## src/rtl/ryuki_datatypes_pkg.sv

```systemverilog
// rtl/ryuki_datatypes_pkg.sv - trace record type, stream header field positions and serialiser states
package ryuki_datatypes;

  // One trace record as produced by the trace unit. The first member is the MSB end,
  // so pc occupies bits [31:0] and is the first payload beat on the stream.
  typedef struct packed {
    logic [7:0]  flags;
    logic [31:0] instr;
    logic [31:0] pc;
  } trace_output;

  // Header word field positions
  localparam int TRACE_HDR_DROP_BIT  = 31;
  localparam int TRACE_HDR_BEATS_MSB = 30;
  localparam int TRACE_HDR_BEATS_LSB = 24;
  localparam int TRACE_HDR_SEQ_MSB   = 15;

  typedef enum logic [1:0] {
    IDLE,
    HEADER,
    PAYLOAD
  } trace_ser_state_t;

endpackage

```

## src/rtl/trace_record_fifo.sv

```systemverilog
// rtl/trace_record_fifo.sv - show-ahead record FIFO with full/empty/level flags
//
// Ports:
//   clk, rst_n            clock, asynchronous active-low reset
//   wr_en_i, wr_data_i    write request and record (ignored when full)
//   rd_en_i, rd_data_o    pop request (ignored when empty); rd_data_o is the current head
//   full_o, empty_o       occupancy flags from registered pointers
//   level_o               number of records held
module trace_record_fifo #(
  parameter int WIDTH = 72,
  parameter int DEPTH = 8
) (
  input  logic                     clk,
  input  logic                     rst_n,
  input  logic                     wr_en_i,
  input  logic [WIDTH-1:0]         wr_data_i,
  input  logic                     rd_en_i,
  output logic [WIDTH-1:0]         rd_data_o,
  output logic                     full_o,
  output logic                     empty_o,
  output logic [$clog2(DEPTH):0]   level_o
);

  localparam int AW = $clog2(DEPTH);

  logic [WIDTH-1:0] mem_q [DEPTH];
  logic [AW:0]      wr_ptr_q, wr_ptr_d;
  logic [AW:0]      rd_ptr_q, rd_ptr_d;
  logic             do_wr;
  logic             do_rd;

  // Pointers carry one extra wrap bit: equal low bits with differing MSBs means full.
  assign full_o    = (wr_ptr_q[AW] != rd_ptr_q[AW]) && (wr_ptr_q[AW-1:0] == rd_ptr_q[AW-1:0]);
  assign empty_o   = (wr_ptr_q == rd_ptr_q);
  assign level_o   = wr_ptr_q - rd_ptr_q;
  assign rd_data_o = mem_q[rd_ptr_q[AW-1:0]];

  assign do_wr    = wr_en_i && !full_o;
  assign do_rd    = rd_en_i && !empty_o;
  assign wr_ptr_d = wr_ptr_q + {{AW{1'b0}}, do_wr};
  assign rd_ptr_d = rd_ptr_q + {{AW{1'b0}}, do_rd};

  always_ff @(posedge clk or negedge rst_n) begin
    if (!rst_n) begin
      wr_ptr_q <= '0;
      rd_ptr_q <= '0;
    end else begin
      wr_ptr_q <= wr_ptr_d;
      rd_ptr_q <= rd_ptr_d;
    end
  end

  // Storage needs no reset: nothing is read until the pointers say it was written.
  always_ff @(posedge clk) begin
    if (do_wr) begin
      mem_q[wr_ptr_q[AW-1:0]] <= wr_data_i;
    end
  end

endmodule

```

## src/rtl/trace_stream_serialiser.sv

```systemverilog
// rtl/trace_stream_serialiser.sv - buffers trace records and emits them as framed stream packets
//
// Ports:
//   clk, rst                    clock, asynchronous active-low reset
//   enable_i                    capture enable
//   trace_data_ready            single-cycle record strobe from the trace unit
//   trace_data_i                trace record
//   stream_valid_o/data_o/last_o/ready_i   outgoing word stream (header + payload beats)
//   fifo_level_o                records currently buffered
//   drop_count_o                saturating count of records lost to a full FIFO
module trace_stream_serialiser
  import ryuki_datatypes::*;
#(
  parameter int DEPTH     = 8,
  parameter int OUT_WIDTH = 32,
  parameter int SEQ_WIDTH = 16
) (
  input  logic                   clk,
  input  logic                   rst,
  input  logic                   enable_i,
  input  logic                   trace_data_ready,
  input  trace_output            trace_data_i,
  output logic                   stream_valid_o,
  output logic [OUT_WIDTH-1:0]   stream_data_o,
  output logic                   stream_last_o,
  input  logic                   stream_ready_i,
  output logic [$clog2(DEPTH):0] fifo_level_o,
  output logic [15:0]            drop_count_o
);

  localparam int REC_W  = $bits(trace_output);
  localparam int BEATS  = (REC_W + OUT_WIDTH - 1) / OUT_WIDTH;
  localparam int PAD_W  = BEATS * OUT_WIDTH;
  localparam int BEAT_W = $clog2(BEATS) + 1;

  logic             capture;
  logic             fifo_push;
  logic             fifo_pop;
  logic             fifo_full;
  logic             fifo_empty;
  logic [REC_W-1:0] fifo_rd_data;
  logic             drop;

  trace_ser_state_t     state_q, state_d;
  logic [PAD_W-1:0]     shift_q, shift_d;
  logic [OUT_WIDTH-1:0] hdr_q, hdr_d;
  logic [BEAT_W-1:0]    beat_q, beat_d;
  logic [SEQ_WIDTH-1:0] seq_q, seq_d;
  logic                 drop_flag_q, drop_flag_d;
  logic [15:0]          drop_cnt_q, drop_cnt_d;
  logic                 last_beat;

  // Fullness is the registered value, so a pop on the same edge does not make room.
  assign capture   = enable_i && trace_data_ready;
  assign fifo_push = capture && !fifo_full;
  assign drop      = capture && fifo_full;

  trace_record_fifo #(
    .WIDTH (REC_W),
    .DEPTH (DEPTH)
  ) u_fifo (
    .clk       (clk),
    .rst_n     (rst),
    .wr_en_i   (fifo_push),
    .wr_data_i (trace_data_i),
    .rd_en_i   (fifo_pop),
    .rd_data_o (fifo_rd_data),
    .full_o    (fifo_full),
    .empty_o   (fifo_empty),
    .level_o   (fifo_level_o)
  );

  assign last_beat = (beat_q == BEAT_W'(BEATS - 1));

  always_comb begin
    state_d        = state_q;
    shift_d        = shift_q;
    hdr_d          = hdr_q;
    beat_d         = beat_q;
    seq_d          = seq_q;
    fifo_pop       = 1'b0;
    stream_valid_o = 1'b0;
    stream_last_o  = 1'b0;
    stream_data_o  = '0;

    case (state_q)
      IDLE: begin
        if (!fifo_empty) begin
          fifo_pop = 1'b1;
          // Record is zero-extended so the final beat comes out padded.
          shift_d  = PAD_W'(fifo_rd_data);
          hdr_d    = '0;
          hdr_d[TRACE_HDR_DROP_BIT]                      = drop_flag_q;
          hdr_d[TRACE_HDR_BEATS_MSB:TRACE_HDR_BEATS_LSB] = 7'(BEATS);
          hdr_d[SEQ_WIDTH-1:0]                           = seq_q;
          state_d  = HEADER;
        end
      end

      HEADER: begin
        stream_valid_o = 1'b1;
        stream_data_o  = hdr_q;
        if (stream_ready_i) begin
          beat_d  = '0;
          state_d = PAYLOAD;
        end
      end

      PAYLOAD: begin
        stream_valid_o = 1'b1;
        stream_data_o  = shift_q[OUT_WIDTH-1:0];
        stream_last_o  = last_beat;
        if (stream_ready_i) begin
          if (last_beat) begin
            seq_d   = seq_q + SEQ_WIDTH'(1);
            state_d = IDLE;
          end else begin
            beat_d  = beat_q + BEAT_W'(1);
            shift_d = shift_q >> OUT_WIDTH;
          end
        end
      end

      default: state_d = IDLE;
    endcase
  end

  // A drop on the same edge as a header pop is reported in the following header.
  always_comb begin
    drop_flag_d = drop_flag_q;
    if (drop) begin
      drop_flag_d = 1'b1;
    end else if (fifo_pop) begin
      drop_flag_d = 1'b0;
    end
  end

  assign drop_cnt_d   = (drop && (drop_cnt_q != 16'hFFFF)) ? drop_cnt_q + 16'd1 : drop_cnt_q;
  assign drop_count_o = drop_cnt_q;

  always_ff @(posedge clk or negedge rst) begin
    if (!rst) begin
      state_q     <= IDLE;
      shift_q     <= '0;
      hdr_q       <= '0;
      beat_q      <= '0;
      seq_q       <= '0;
      drop_flag_q <= 1'b0;
      drop_cnt_q  <= '0;
    end else begin
      state_q     <= state_d;
      shift_q     <= shift_d;
      hdr_q       <= hdr_d;
      beat_q      <= beat_d;
      seq_q       <= seq_d;
      drop_flag_q <= drop_flag_d;
      drop_cnt_q  <= drop_cnt_d;
    end
  end

endmodule
```

## config.mk

```make
export PLATFORM = sky130hd
export DESIGN_NAME = trace_stream_serialiser
export DESIGN_NICKNAME = d
export VERILOG_FILES = /design/src/rtl/ryuki_datatypes_pkg.sv /design/src/rtl/trace_record_fifo.sv /design/src/rtl/trace_stream_serialiser.sv
export SDC_FILE = /design/constraint.sdc
export NUM_CORES = 1
export LEC_CHECK = 0
export BUFFER_PORTS_ARGS = -buffer_cell sky130_fd_sc_hd__buf_2
export CORE_MARGIN = 3
export CORE_UTILIZATION = 27
export DETAILED_ROUTE_END_ITERATION = 16
export PLACE_DENSITY = 0.43
export SYNTH_ARGS = -nofsm -noshare
export SYNTH_HDL_FRONTEND = slang
export SYNTH_SLANG_ARGS = --single-unit
```

## constraint.sdc

```tcl
create_clock -name clk -period 10.7 [get_ports clk]
set_input_delay 0.535 -clock clk [delete_from_list [all_inputs] [get_ports clk]]
set_output_delay 0.535 -clock clk [all_outputs]
set_load 0.02 [all_outputs]
```

Yosys cells after proc, flatten, opt, wreduce, memory -nomap -nowiden:

Memory sizes are Yosys's and may differ from the RTL's.
Index checks and enable logic that the tools add are counted.

* bits in registers: 161
* RAM bits: 576
* input port bits: 77
* output and inout bits: 54
* logic and storage cells: 70
* memories: 1

* add/subtract/negate cells: 6
* equal/unequal tests: 12
* mux-type cells: 22
* bitwise operators: 1
* reduce and logical (&&, ||, !) cells: 19

Memories
* u_fifo.mem_q: words 8, bits a word 72, read ports 1, clocked after memory_dff 0, write ports 1, RTL line trace_record_fifo.sv:26 `logic [WIDTH-1:0] mem_q [DEPTH];`

Operators by type and width (number)
* 2-to-1 mux 96 bit: 3
* one-hot mux 96 bit (2 select lines): 1
* one-hot mux 32 bit (2 select lines): 1
* adder 16 x 1 -> 16 bit (second input constant): 2
* != test 16 bit (second input constant): 1
* AND reduction 4 bit: 3
* != test 2 bit (second input constant): 5
* 2-to-1 mux 3 bit: 3
* adder 4 x 1 -> 4 bit: 2
* 2-to-1 mux 1 bit: 8
* 2-to-1 mux 2 bit: 4
* logical AND 1 bit: 7
* one-hot mux 2 bit (3 select lines): 1
* one-hot mux 3 bit (2 select lines): 1
* nonzero test 2 bit: 3
* equality test 4 bit: 1
* subtractor 4 bit: 1
* adder 3 x 1 -> 3 bit (second input constant): 1
* equality test 3 x 2 -> 1 bit (second input constant): 1
* equality test 3 bit: 1
* AND reduction 3 bit: 1
* equality test 2 x 1 -> 1 bit (second input constant): 1
* equality test 2 bit (second input constant): 1
* logical NOT 1 bit: 2
* 5 further kinds: 5

Depth between registers and ports, before layout:

Gate-level depths: netlist of run 1.

* depth after elaboration: 7
* gate-level depth with buffers: 12
* depth with buffers taken out: 8

Modules after synthesis:

Synthesis of run 1 repeated with hierarchy kept, for this count alone.

* cells, all modules: 1601
* area, all modules: 28084.4 µm²

By module, submodules not included
* trace_record_fifo: instances 1, cells each 1035, area each 22145.0 µm², sequential area each 17496.8 µm²
* trace_stream_serialiser: instances 1, cells each 566, area each 5939.4 µm², sequential area each 3203.1 µm²

Worst setup path after synthesis of run 1:

No wires, ideal clock.

* kind: register to register
* from: register u_fifo.rd_ptr_q[2]
* to: memory u_fifo.mem_q[0][0] (enable)
* setup time: 0.591 ns
* arrival time: 7.035 ns
* data required time: 10.109 ns
* path slack: 3.075 ns
* cell stages (with the launch flop): 10
* buffers on the path: 3
* clock period less this slack: 7.625 ns
* cell sequence: dfrtp_1 > buf_2 > buf_2 > inv_2 > buf_1 > ha_1 > and3_1 > a21oi_1 > nand2_1 > nor3_1

* word-level cells in the longest chain between the ends: 7

RTL lines
* start, declared: RTL line trace_record_fifo.sv:28 `logic [AW:0] rd_ptr_q, rd_ptr_d;`
* start signal, assigned: RTL line trace_record_fifo.sv:49 `rd_ptr_q <= rd_ptr_d;`
* equality test 3 bit *: RTL line trace_record_fifo.sv:33 `assign full_o = (wr_ptr_q[AW] != rd_ptr_q[AW]) && (wr_ptr_q[AW-1:0] == rd_ptr_q[AW-1:0]);`
* logical AND 1 bit *: RTL line trace_record_fifo.sv:33
* logical NOT 1 bit *: RTL line trace_record_fifo.sv:38, trace_stream_serialiser.sv:55
* logical AND 1 bit: RTL line trace_stream_serialiser.sv:55 `assign fifo_push = capture && !fifo_full;`
* logical AND 1 bit *: RTL line trace_record_fifo.sv:38 `assign do_wr = wr_en_i && !full_o;`
* 2-to-1 mux 1 bit *: RTL line trace_record_fifo.sv:55 `if (do_wr) begin`
* 2-to-1 mux 1 bit (not written as such) *: RTL line trace_record_fifo.sv:56 `mem_q[wr_ptr_q[AW-1:0]] <= wr_data_i;`
* end, declared: RTL line trace_record_fifo.sv:26

Mark *: on every way between the ends. The rest lies on a longest branch, timed or not.

Worst setup path after layout of run 1:

* from: register u_fifo.rd_ptr_q[0]
* to: memory u_fifo.mem_q[5][1] (enable)

The elaborated chain is that of the path after synthesis.

==> results.json, run 1 <==
{
  "drv_slew": 0,
  "syn_inst": 1422,
  "rows": 117,
  "cap_violations": 0,
  "synthArstFlopShare_pct": 19.1,
  "setup_viol": 0,
  "cp-start-kind": "flop",
  "overflow": 0,
  "final_hold_viol_count": 0,
  "syn_nets": 1516,
  "clockRootBuffer": "clkbuf_16",
  "clk_pin_slew_ns": 0.06,
  "p_total_mw": 9.01,
  "drt_pass1_iterations": 5,
  "fmax_ghz": 0.251,
  "path_buf_inv": 1,
  "tns_ns": 0,
  "critPathLaunch": "u_fifo.rd_ptr_q[0]",
  "cp_cell_sequence": "ha_1 -> and3_1 -> a21oi_1 -> nand2_1 -> nor2_4 -> buf_4",
  "grt_setup_unrepaired": "false",
  "viasPerCell": 4.57,
  "antenna_found_initial": 14,
  "final_cell_mix": "edfxtp_1, mux4_2, dfrtp_1, buf_2, clkbuf_16",
  "synth-seq-cells": 712,
  "ios": 131,
  "die_area_sq_um": 107000,
  "drc": 0,
  "critical-path-max-stage-delay_ns": 0.87,
  "cts_tree": "done",
  "fin_crit_sh_pct": 37.2,
  "nNetsFinal": 1680,
  "portBuffers": 130,
  "mostFrequentLayoutCell": "edfxtp_1",
  "skew_ns": 0.0294,
  "initial_core_util_pct": 27.3,
  "areaGrowthSynthToFinish_pct": 18.4,
  "peakVddDrop_mv": 0.169,
  "grt_pass1_vias": 14900,
  "final_layout_size_suffix_gt1_share_pct": 28.2,
  "routedWlPerCell_um": 23.0,
  "fp.dieH_um": 327,
  "synth_cell_types": 47,
  "htreeDepth": 3,
  "tightest_slew_ns": 1.19,
  "wirelength_um": 69700,
  "numClockSinks": 712,
  "hp-class": "in -> reg",
  "post_cts_buffers": 0,
  "arrival_ns": 4.23,
  "critPathTopFamily": "simple AND/OR/NAND/NOR gates",
  "grt_pass1_wl_um": 103000,
  "place_hpwl_um": 41100,
  "p_leak_nw": 11.5,
  "max_slew_margin_pct": 20.9,
  "cp.required_ns": 10.95,
  "numCtsBuffers": 82,
  "hold_slack_ns": 0.171,
  "fp.dieW_um": 327,
  "syn-cell-area_sq_um": 27900,
  "grt_use_total_pct": 13.1,
  "postRouteAntennaNets": 0,
  "synth-edff-count": 576,
  "cp_max_fo": 45,
  "cp-end-kind": "flop",
  "drt-initial-drc-count": 839,
  "core_area_sq_um": 102000,
  "r2r_start": "u_fifo.rd_ptr_q[0]",
  "synthFlopType": "edfxtp_1",
  "grt_max_degree": 94,
  "syn_avg_cell_area_sq_um": 19.6,
  "fin_crit_ns": 3.98,
  "powerDensity_nw_per_um2": 273,
  "setup.worst_path.class": "reg -> reg",
  "clk_path_buf_depth": 3,
  "clk_latency_ns": 0.63,
  "vias": 13900,
  "crit_slowest_cell": "nor2_4",
  "min-delay-start": "trace_data_i[26]",
  "yosysWarningCount": 0,
  "cts_resized": 0,
  "outcome": "complete, no violations",
  "yosysSeqAreaShare_pct": 74.3,
  "gp_congestion": 0.733
}
## what timing repair did
item | 4_1_cts | 5_1_grt
endpoints found under the hold margin | 73 | 0
hold buffers | 1 | 0
setup endpoints to repair | 0 | 0
## stage by stage
step	std cells	worst slack [ns]	util [%]	instance area, sq um
2_1_floorplan	1422	3.07	-	27900
4_1_cts	3023	6.54	32.3	33000
3_3_place_gp	2869	6.57	29.6	30200
3_5_place_dp	2869	6.55	29.6	30200
6_report	3028	6.72	32.3	33000
5_1_grt	3023	6.34	32.3	33000
## power breakdown
group	switching, mW	total, mW	internal [mW]	leakage, nW
sequential	0.237	3.61	3.38	6.92
combinational	1.54	2.61	1.07	3.22
clock	1.12	2.79	1.66	1.33
## final timing paths
path	endpoint	slack [ns]	depth (start not counted)
max reg2reg	u_fifo.mem_q[5][1]	6.72	6
min reg2reg	shift_q[61]	0.48	1
min in group asynchronous	hdr_q[4]	0.49	2
max in group asynchronous	shift_q[19]	8.80	3
max	u_fifo.mem_q[5][1]	6.72	6
min	u_fifo.mem_q[5][26]	0.17	1
## sequential cells by signal (all words and copies together), names as in the netlist
signal / cells
u_fifo.mem_q: 576
shift_q: 72
hdr_q: 18
drop_count_o: 16
seq_q: 16
u_fifo.rd_ptr_q: 4
u_fifo.wr_ptr_q: 4
beat_q: 3
state_q: 2
drop_flag_q: 1
## area by class of cell
| type | count | area, sq um |
|---|---|---|
| fill | 9933 | 69200 |
| sequential | 712 | 20700 |
| multi-input combinational | 616 | 6880 |
| clock buffer | 105 | 2240 |
| tap | 1368 | 1710 |
| timing repair buffer | 161 | 905 |
| clock inverter | 48 | 500 |
| inverter | 13 | 48.8 |
| antenna | 5 | 12.5 |
## routing by layer
layer / wire (um) / GRT usage [%]
met5: 26 / 0
met4: 1250 / 2.95
met3: 3640 / 3.13
met2: 34500 / 22.1
met1: 30300 / 17.1
## cells in the mapped netlist (4+ instances only)
| cell type | number | area (sq um) |
|---|---|---|
| edfxtp_1 | 576 | 17300 |
| mux4_2 | 144 | 3240 |
| dfrtp_1 | 136 | 3400 |
| nand2_1 | 69 | 259 |
| mux2i_1 | 52 | 521 |
| clkbuf_1 | 45 | 169 |
| nand3_1 | 35 | 175 |
| o2bb2ai_1 | 33 | 289 |
| o21ai_0 | 23 | 115 |
| a22o_1 | 22 | 193 |
| nand4b_1 | 21 | 184 |
| buf_2 | 20 | 100 |
| o211a_1 | 20 | 200 |
| xor2_1 | 20 | 175 |
| mux2_1 | 19 | 214 |
| and3_1 | 16 | 100 |
| ha_1 | 16 | 200 |
| mux2_2 | 16 | 180 |
| xnor2_1 | 16 | 140 |
| buf_1 | 15 | 56.3 |
| o21ai_1 | 14 | 70.1 |
| nor2_1 | 12 | 45.0 |
| inv_1 | 11 | 41.3 |
| nand4_1 | 11 | 68.8 |
| nor3_1 | 9 | 45.0 |
| nor4_1 | 7 | 43.8 |
| o211ai_1 | 7 | 52.6 |
| and2_1 | 4 | 25.0 |
## cells by family after synthesis
kind of cell / Yosys count / share of synthesized area [%]
buffers and inverters: 94 / 1.38
and+or+nand+nor: 207 / 4.08
adders and majority gates: 17 / 0.790
DFF: 712 / 74.3
xor gates and xnor gates: 36 / 1.13
muxes: 231 / 14.9
AOI/OAI and AO/OA: 125 / 3.44
Note: power is estimated with default switching activity, not from simulation.
==> inputs of run 2 (changes only) <==
--- a/config.mk
+++ b/config.mk
@@ -5,6 +5,7 @@
 export SDC_FILE = /design/constraint.sdc
 export NUM_CORES = 1
 export LEC_CHECK = 0
+export ABC_AREA = 1
 export BUFFER_PORTS_ARGS = -buffer_cell sky130_fd_sc_hd__buf_2
 export CORE_MARGIN = 3
 export CORE_UTILIZATION = 27
==> constraint.sdc (replaced) <==
create_clock -name clk -period 4.2 [get_ports clk]
set_input_delay 0.21 -clock clk [delete_from_list [all_inputs] [get_ports clk]]
set_output_delay 0.21 -clock clk [all_outputs]
set_load 0.02 [all_outputs]
==> run 2 against run 1 <==
Against the previous run: count of clock-buffer cells in the layout grew 13; non-clock buffer count grew 81; synthesized cell count grew 93%.
==> results.json, run 2 <==
{
  "outcome": "complete, no violations",
  "setup.worst_path.class": "reg -> out",
  "synth-adder-area-share_pct": 0.745,
  "antenna_found_initial": 6,
  "cp.required_ns": 3.99,
  "syn_inst": 2741,
  "stdcell_count": 4395,
  "crit_slowest_cell": "nand2_1",
  "areaGrowthSynthToFinish_pct": 18.7,
  "powerDensity_nw_per_um2": 704,
  "syn_avg_cell_area_sq_um": 10.8,
  "cap_violations": 0,
  "grt_max_degree": 194,
  "synth_mux_area_share_pct": 0,
  "dp.cells": 4164,
  "cp-start-kind": "flop",
  "wl_met3_um": 3730,
  "largest_reg_flops": 576,
  "yosysSeqAreaShare_pct": 70.0,
  "drt_pass1_iterations": 5,
  "setup_viol": 0,
  "design_area_sq_um": 35100,
  "numClockSinks": 712,
  "gp_congestion": 0.759,
  "postRouteAntennaNets": 0,
  "cp_cell_sequence": "inv_1 -> ha_2 -> buf_4 -> nand2_1 -> nor2_1 -> buf_2",
  "fillers": 10900,
  "yosysWarningCount": 0,
  "wl_met1_um": 41300,
  "numCtsBuffers": 83,
  "final_layout_size_suffix_gt1_share_pct": 10.4,
  "place_hpwl_um": 49700,
  "syn-cell-area_sq_um": 29600,
  "yosysMostFrequentCell": "nand2_1",
  "fin_crit_sh_pct": 85.3,
  "path_buf_inv": 3,
  "htreeDepth": 3,
  "tightest_slew_ns": 1.06,
  "hp-class": "in -> reg",
  "initial_core_util_pct": 27.4,
  "synth_cell_types": 32,
  "placed_area_sq_um": 31800,
  "fin_crit_ns": 3.58,
  "yosys.area.top_type_share_pct": 58.5,
  "critPathTopFamily": "simple AND/OR/NAND/NOR gates",
  "drv_slew": 0,
  "cp-end-kind": "output pin",
  "vias": 19800,
  "synth.top_cells.by_area": "edfxtp_1, dfrtp_1, nand2_1, nand3_1, nor2_1",
  "grt_use_total_pct": 15.2,
  "synth_compound_gate_area_share_pct": 3.36,
  "syn_nets": 2835,
  "ios": 131,
  "post_cts_buffers": 0,
  "synth_area_leader_cell": "edfxtp_1",
  "synthArstFlopShare_pct": 19.1,
  "p_leak_nw": 13.8,
  "top_layer": "met5",
  "overflow": 0,
  "grt_pass1_vias": 19100,
  "hold_slack_ns": 0.127,
  "core_area_sq_um": 108000,
  "skew_ns": 0.0317,
  "clk_pin_slew_ns": 0.06,
  "synth_top_family_by_area": "simple AND/OR/NAND/NOR gates",
  "clk_path_buf_depth": 3,
  "final_hold_viol_count": 0,
  "seqCellArea_sq_um": 20700,
  "cts_tree": "done",
  "drc": 0,
  "nNetsFinal": 3014,
  "multiInputGateArea_sq_um": 7720,
  "routedWlPerCell_um": 19.8,
  "critical-path-max-stage-delay_ns": 0.80,
  "synth_xor_area_share_pct": 0.711,
  "viasPerCell": 4.50,
  "grt_setup_unrepaired": "false",
  "p_total_mw": 24.7,
  "synthSimpleGateAreaFrac_pct": 21.1,
  "clk_latency_ns": 0.65,
  "fmax_ghz": 0.279,
  "synth_common_cells": "nand2_1, edfxtp_1, nor2_1",
  "final_cell_mix": "nand2_1, edfxtp_1, nor2_1, nand3_1, o21ai_0",
  "die_area_sq_um": 114000,
  "place_ws_ns": 1.07,
  "grt_pass1_wl_um": 129000,
  "synth-seq-cells": 712,
  "wl_met2_um": 39900,
  "synthFlopType": "edfxtp_1",
  "setup_slack_ns": 0.619,
  "synth-edff-count": 576,
  "cp_max_fo": 64,
  "arrival_ns": 3.37,
  "portBuffers": 130,
  "mostFrequentLayoutCell": "nand2_1",
  "peakVddDrop_mv": 0.463,
  "clockRootBuffer": "clkbuf_16",
  "drt-initial-drc-count": 1388,
  "fp.dieW_um": 337,
  "fp.dieH_um": 337,
  "wirelength_um": 87100,
  "max_slew_margin_pct": 29.3,
  "rows": 120
}
-- run 2: logic make-up after synthesis --
logic type      after synthesis
compound gates              187
xor+xnor                     24
fa+ha+maj                    17
buf+inv                     274
flops                       712
simple gates               1527
-- run 2: layout make-up --
class	count	share of cell area, %
Clock buffer	118	6.64
Clock inverter	35	0.663
Inverter	126	1.38
Sequential cell	712	59.0
Tap cell	1403	5.00
Timing Repair Buffer	242	5.29
Antenna cell	4	0.0285
Multi-Input combinational cell	1755	22.0
-- run 2: worst paths after layout --
check / start / to / slack [ns] / cells past startpoint
max in group asynchronous: rst / shift_q[4] / 2.91 / 3
worst max-delay path: state_q[0] / stream_data_o[29] / 0.62 / 6
worst min-delay path: trace_data_ready / drop_flag_q / 0.13 / 3
worst max register to register: u_fifo.rd_ptr_q[1] / u_fifo.mem_q[3][71] / 1.14 / 8
min in group asynchronous: rst / hdr_q[6] / 0.22 / 2
worst min register to register: hdr_q[25] / hdr_q[25] / 0.48 / 2
-- run 2: report_power, final --
part           switching (mW)  internal [mW]  total [mW]
clock                    2.90           3.93        6.83
combinational            6.29           2.35        8.63
sequential              0.580           8.66        9.24
-- run 2: metrics by stage --
step                      setup TNS [ns]  utilization (%)
after floorplan                  -592.40                -
final                                  0             32.6
after detailed placement               0             29.5
after CTS                              0             32.6
after global placement                 0             29.5
after global routing                   0             32.6
-- run 2: per-layer routing --
metal / up-vias / track usage (%)
met3: 126 / 2.29
li1: 9605 / -
met5: - / 0
met1: 9627 / 21.4
met4: 4 / 4.59
met2: 401 / 24.3
-- run 2: what timing repair did --
item	4_1_cts	5_1_grt
hold buffers	74	0
endpoints found under the setup margin	0	0
endpoints found under the hold margin	670	0
gates resized for setup	0	0
-- run 2: tightest hold or removal path, delay by kind of cell --
kind / cells / cell delay [ns]
buf+inv: 1 / 0.12
compound gates: 1 / 0.13
simple gates: 1 / 0.25
==> inputs of run 3 (changes only) <==
--- a/config.mk
+++ b/config.mk
@@ -13,4 +13,5 @@
 export PLACE_DENSITY = 0.43
 export SYNTH_ARGS = -nofsm -noshare
 export SYNTH_HDL_FRONTEND = slang
+export SYNTH_HIERARCHICAL = 1
 export SYNTH_SLANG_ARGS = --single-unit
==> constraint.sdc (replaced) <==
create_clock -name clk -period 4.2 [get_ports clk]
set_input_delay 0.84 -clock clk [delete_from_list [all_inputs] [get_ports clk]]
set_output_delay 0.84 -clock clk [all_outputs]
set_load 0.02 [all_outputs]
==> run 3 against run 2 <==
Against the previous run: register-to-register slack got worse by 0.14 ns; flip-flop and latch count unchanged; first-iteration DRC count fell by 1.3%; count of clock-buffer cells in the layout shrank 7; final area grew 6.8%; global-route usage down 0.29 points; worst setup slack worse by 0.14 ns; critical path type unchanged.
==> results.json, run 3 <==
{
  "syn_avg_cell_area_sq_um": 9.73,
  "p_leak_nw": 16.8,
  "core_area_sq_um": 118000,
  "synthArstFlopShare_pct": 19.1,
  "tns_ns": 0,
  "yosysMostFrequentCell": "nand2_1",
  "stdcell_count": 5105,
  "yosysSeqAreaShare_pct": 64.0,
  "max_slew_margin_pct": 31.4,
  "dp.cells": 4952,
  "yosys.area.top_type_share_pct": 53.5,
  "p_total_mw": 26.4,
  "reg2reg_depth": 10,
  "cp-start-kind": "flop",
  "cts_tree": "done",
  "fp.dieW_um": 352,
  "setup.worst_path.class": "reg -> out",
  "place_hpwl_um": 56200,
  "clockRootBuffer": "clkbuf_16",
  "p_sw_mw": 10.8,
  "die_area_sq_um": 124000,
  "nNetsFinal": 3530,
  "fin_crit_sh_pct": 88.7,
  "design_area_sq_um": 37500,
  "ios": 131,
  "cap_violations": 0,
  "cp_max_fo": 10,
  "reg2reg_setup_slack_ns": 1.00,
  "setup_viol": 0,
  "hp-class": "in -> async",
  "grt_pass1_wl_um": 140000,
  "portBuffers": 130,
  "tightest_slew_ns": 1.03,
  "cts_hold_buf": 0,
  "syn-cell-area_sq_um": 32300,
  "placed_area_sq_um": 34900,
  "fp.dieH_um": 352,
  "path_buf_inv": 2,
  "cp-end-kind": "output pin",
  "cp_cell_sequence": "inv_1 -> ha_1 -> nand2_1 -> a21oi_1 -> buf_2",
  "syn_inst": 3324,
  "fillers": 12300,
  "fmax_ghz": 0.269,
  "synth_common_cells": "nand2_1, inv_1, edfxtp_1",
  "largest_reg_flops": 576,
  "cts_resized": 0,
  "hold_slack_ns": 0.226,
  "critPathTopFamily": "compound AO/OA/AOI/OAI gates",
  "numClockSinks": 712,
  "vias": 21400,
  "synth-edff-count": 576,
  "endpoint": "stream_data_o[24]",
  "synth_area_leader_cell": "edfxtp_1",
  "post_cts_buffers": 0,
  "grt_use_total_pct": 15.0,
  "clk_latency_ns": 0.65,
  "synth-seq-cells": 712,
  "critical-path-max-stage-delay_ns": 0.57,
  "final_hold_viol_count": 0,
  "place_ws_ns": 1.03,
  "routedWlPerCell_um": 18.2,
  "synthFlopType": "edfxtp_1",
  "seqCellArea_sq_um": 20700,
  "initial_core_util_pct": 27.3,
  "final_cell_mix": "nand2_1, inv_1, edfxtp_1, nand3_1, dfrtp_1",
  "multiInputGateArea_sq_um": 8200,
  "r2r_start": "u_fifo/rd_ptr_q[1]",
  "drt_pass1_iterations": 5,
  "viasPerCell": 4.19,
  "skew_ns": 0.0328,
  "yosysWarningCount": 6,
  "swShare_pct": 41.0,
  "drc": 0,
  "antenna_found_initial": 24,
  "synth_cell_types": 34,
  "worstReg2RegEnd": "drop_count_o[9]",
  "clk_path_buf_depth": 3,
  "drv_slew": 0,
  "fin_crit_ns": 3.72,
  "arrival_ns": 2.88,
  "p_comb_share_pct": 38.8,
  "grt_max_degree": 169,
  "drt-initial-drc-count": 1370,
  "areaGrowthSynthToFinish_pct": 15.9,
  "wirelength_um": 93100,
  "final_core_util_pct": 31.7,
  "grt_setup_unrepaired": "false",
  "htreeDepth": 3,
  "overflow": 0,
  "numCtsBuffers": 82,
  "powerDensity_nw_per_um2": 705,
  "crit_slowest_cell": "a21oi_1",
  "peakVddDrop_mv": 0.522,
  "final_layout_size_suffix_gt1_share_pct": 12.1,
  "grt_pass1_vias": 20800,
  "outcome": "complete, no violations",
  "pwr-share-clk_pct": 26.6,
  "postRouteAntennaNets": 0,
  "mostFrequentLayoutCell": "nand2_1",
  "crit_cells": 5,
  "p_int_mw": 15.6,
  "cp.required_ns": 3.36,
  "gp_congestion": 0.750,
  "setup_slack_ns": 0.477,
  "clk_pin_slew_ns": 0.06,
  "synth.top_cells.by_area": "edfxtp_1, nand2_1, dfrtp_1, inv_1, nand3_1",
  "rows": 126,
  "critPathLaunch": "state_q[1]",
  "p_seq_share_pct": 34.6,
  "syn_nets": 3418
}
[run 3: changes by cell type after synthesis, sizes merged, moves of 7 or more]
cell,previous run,this run
inv,126,709
o211ai,22,41
buf,99,117
nand3,339,363
nor3,9,2
o21ai,154,122
clkbuf,49,31
xor2,19,12
nor2,360,60
nand2,806,1107
[run 3: worst min-delay path by stage]
stage,start,end,slack [ns]
global placement,hdr_q[5],hdr_q[5],0.46
CTS,rst,drop_count_o[15],0.24
global route,rst,drop_count_o[6],0.27
detailed placement,hdr_q[2],hdr_q[2],0.46
floorplan,hdr_q[25],hdr_q[25],0.44
finish,rst,drop_count_o[6],0.23
[run 3: area by class of cell]
cell class                      instances  share of cell area, %
Clock inverter                         37                  0.941
Timing Repair Buffer                  176                   3.37
Sequential cell                       712                   55.3
Inverter                              710                   7.15
Multi-Input combinational cell       1754                   21.9
Antenna cell                            5                 0.0334
Clock buffer                          111                   6.03
Tap cell                             1600                   5.34
[run 3: layer usage]
metal	wire length (um)	track usage (%)
met1	44300	21.1
met2	42100	23.4
met3	4750	3.06
met4	1790	3.76
met5	76	0
[run 3: power by group through the flow]
| stage | Combinational [mW] | Clock [mW] | Sequential, mW |
|---|---|---|---|
| final | 10.3 | 7.02 | 9.14 |
| after CTS | 10.5 | 7.25 | 9.15 |
| after global routing | 11.6 | 7.51 | 9.24 |
| after detailed placement | 10.5 | 0 | 9.29 |
| after floorplan | 7.11 | 0 | 9.17 |
| after global placement | 10.5 | 0 | 9.28 |
[run 3: kinds of logic after synthesis]
| family | count (synthesis) | share of synthesized area (%) |
|---|---|---|
| AND/OR/NAND/NOR | 1543 | 19.9 |
| buffers and inverters | 858 | 10.8 |
| flip-flops | 712 | 64.0 |
| AO/OA/AOI/OAI | 174 | 4.00 |
| XOR/XNOR | 20 | 0.542 |
| adder cells (fa/ha/maj) | 17 | 0.681 |
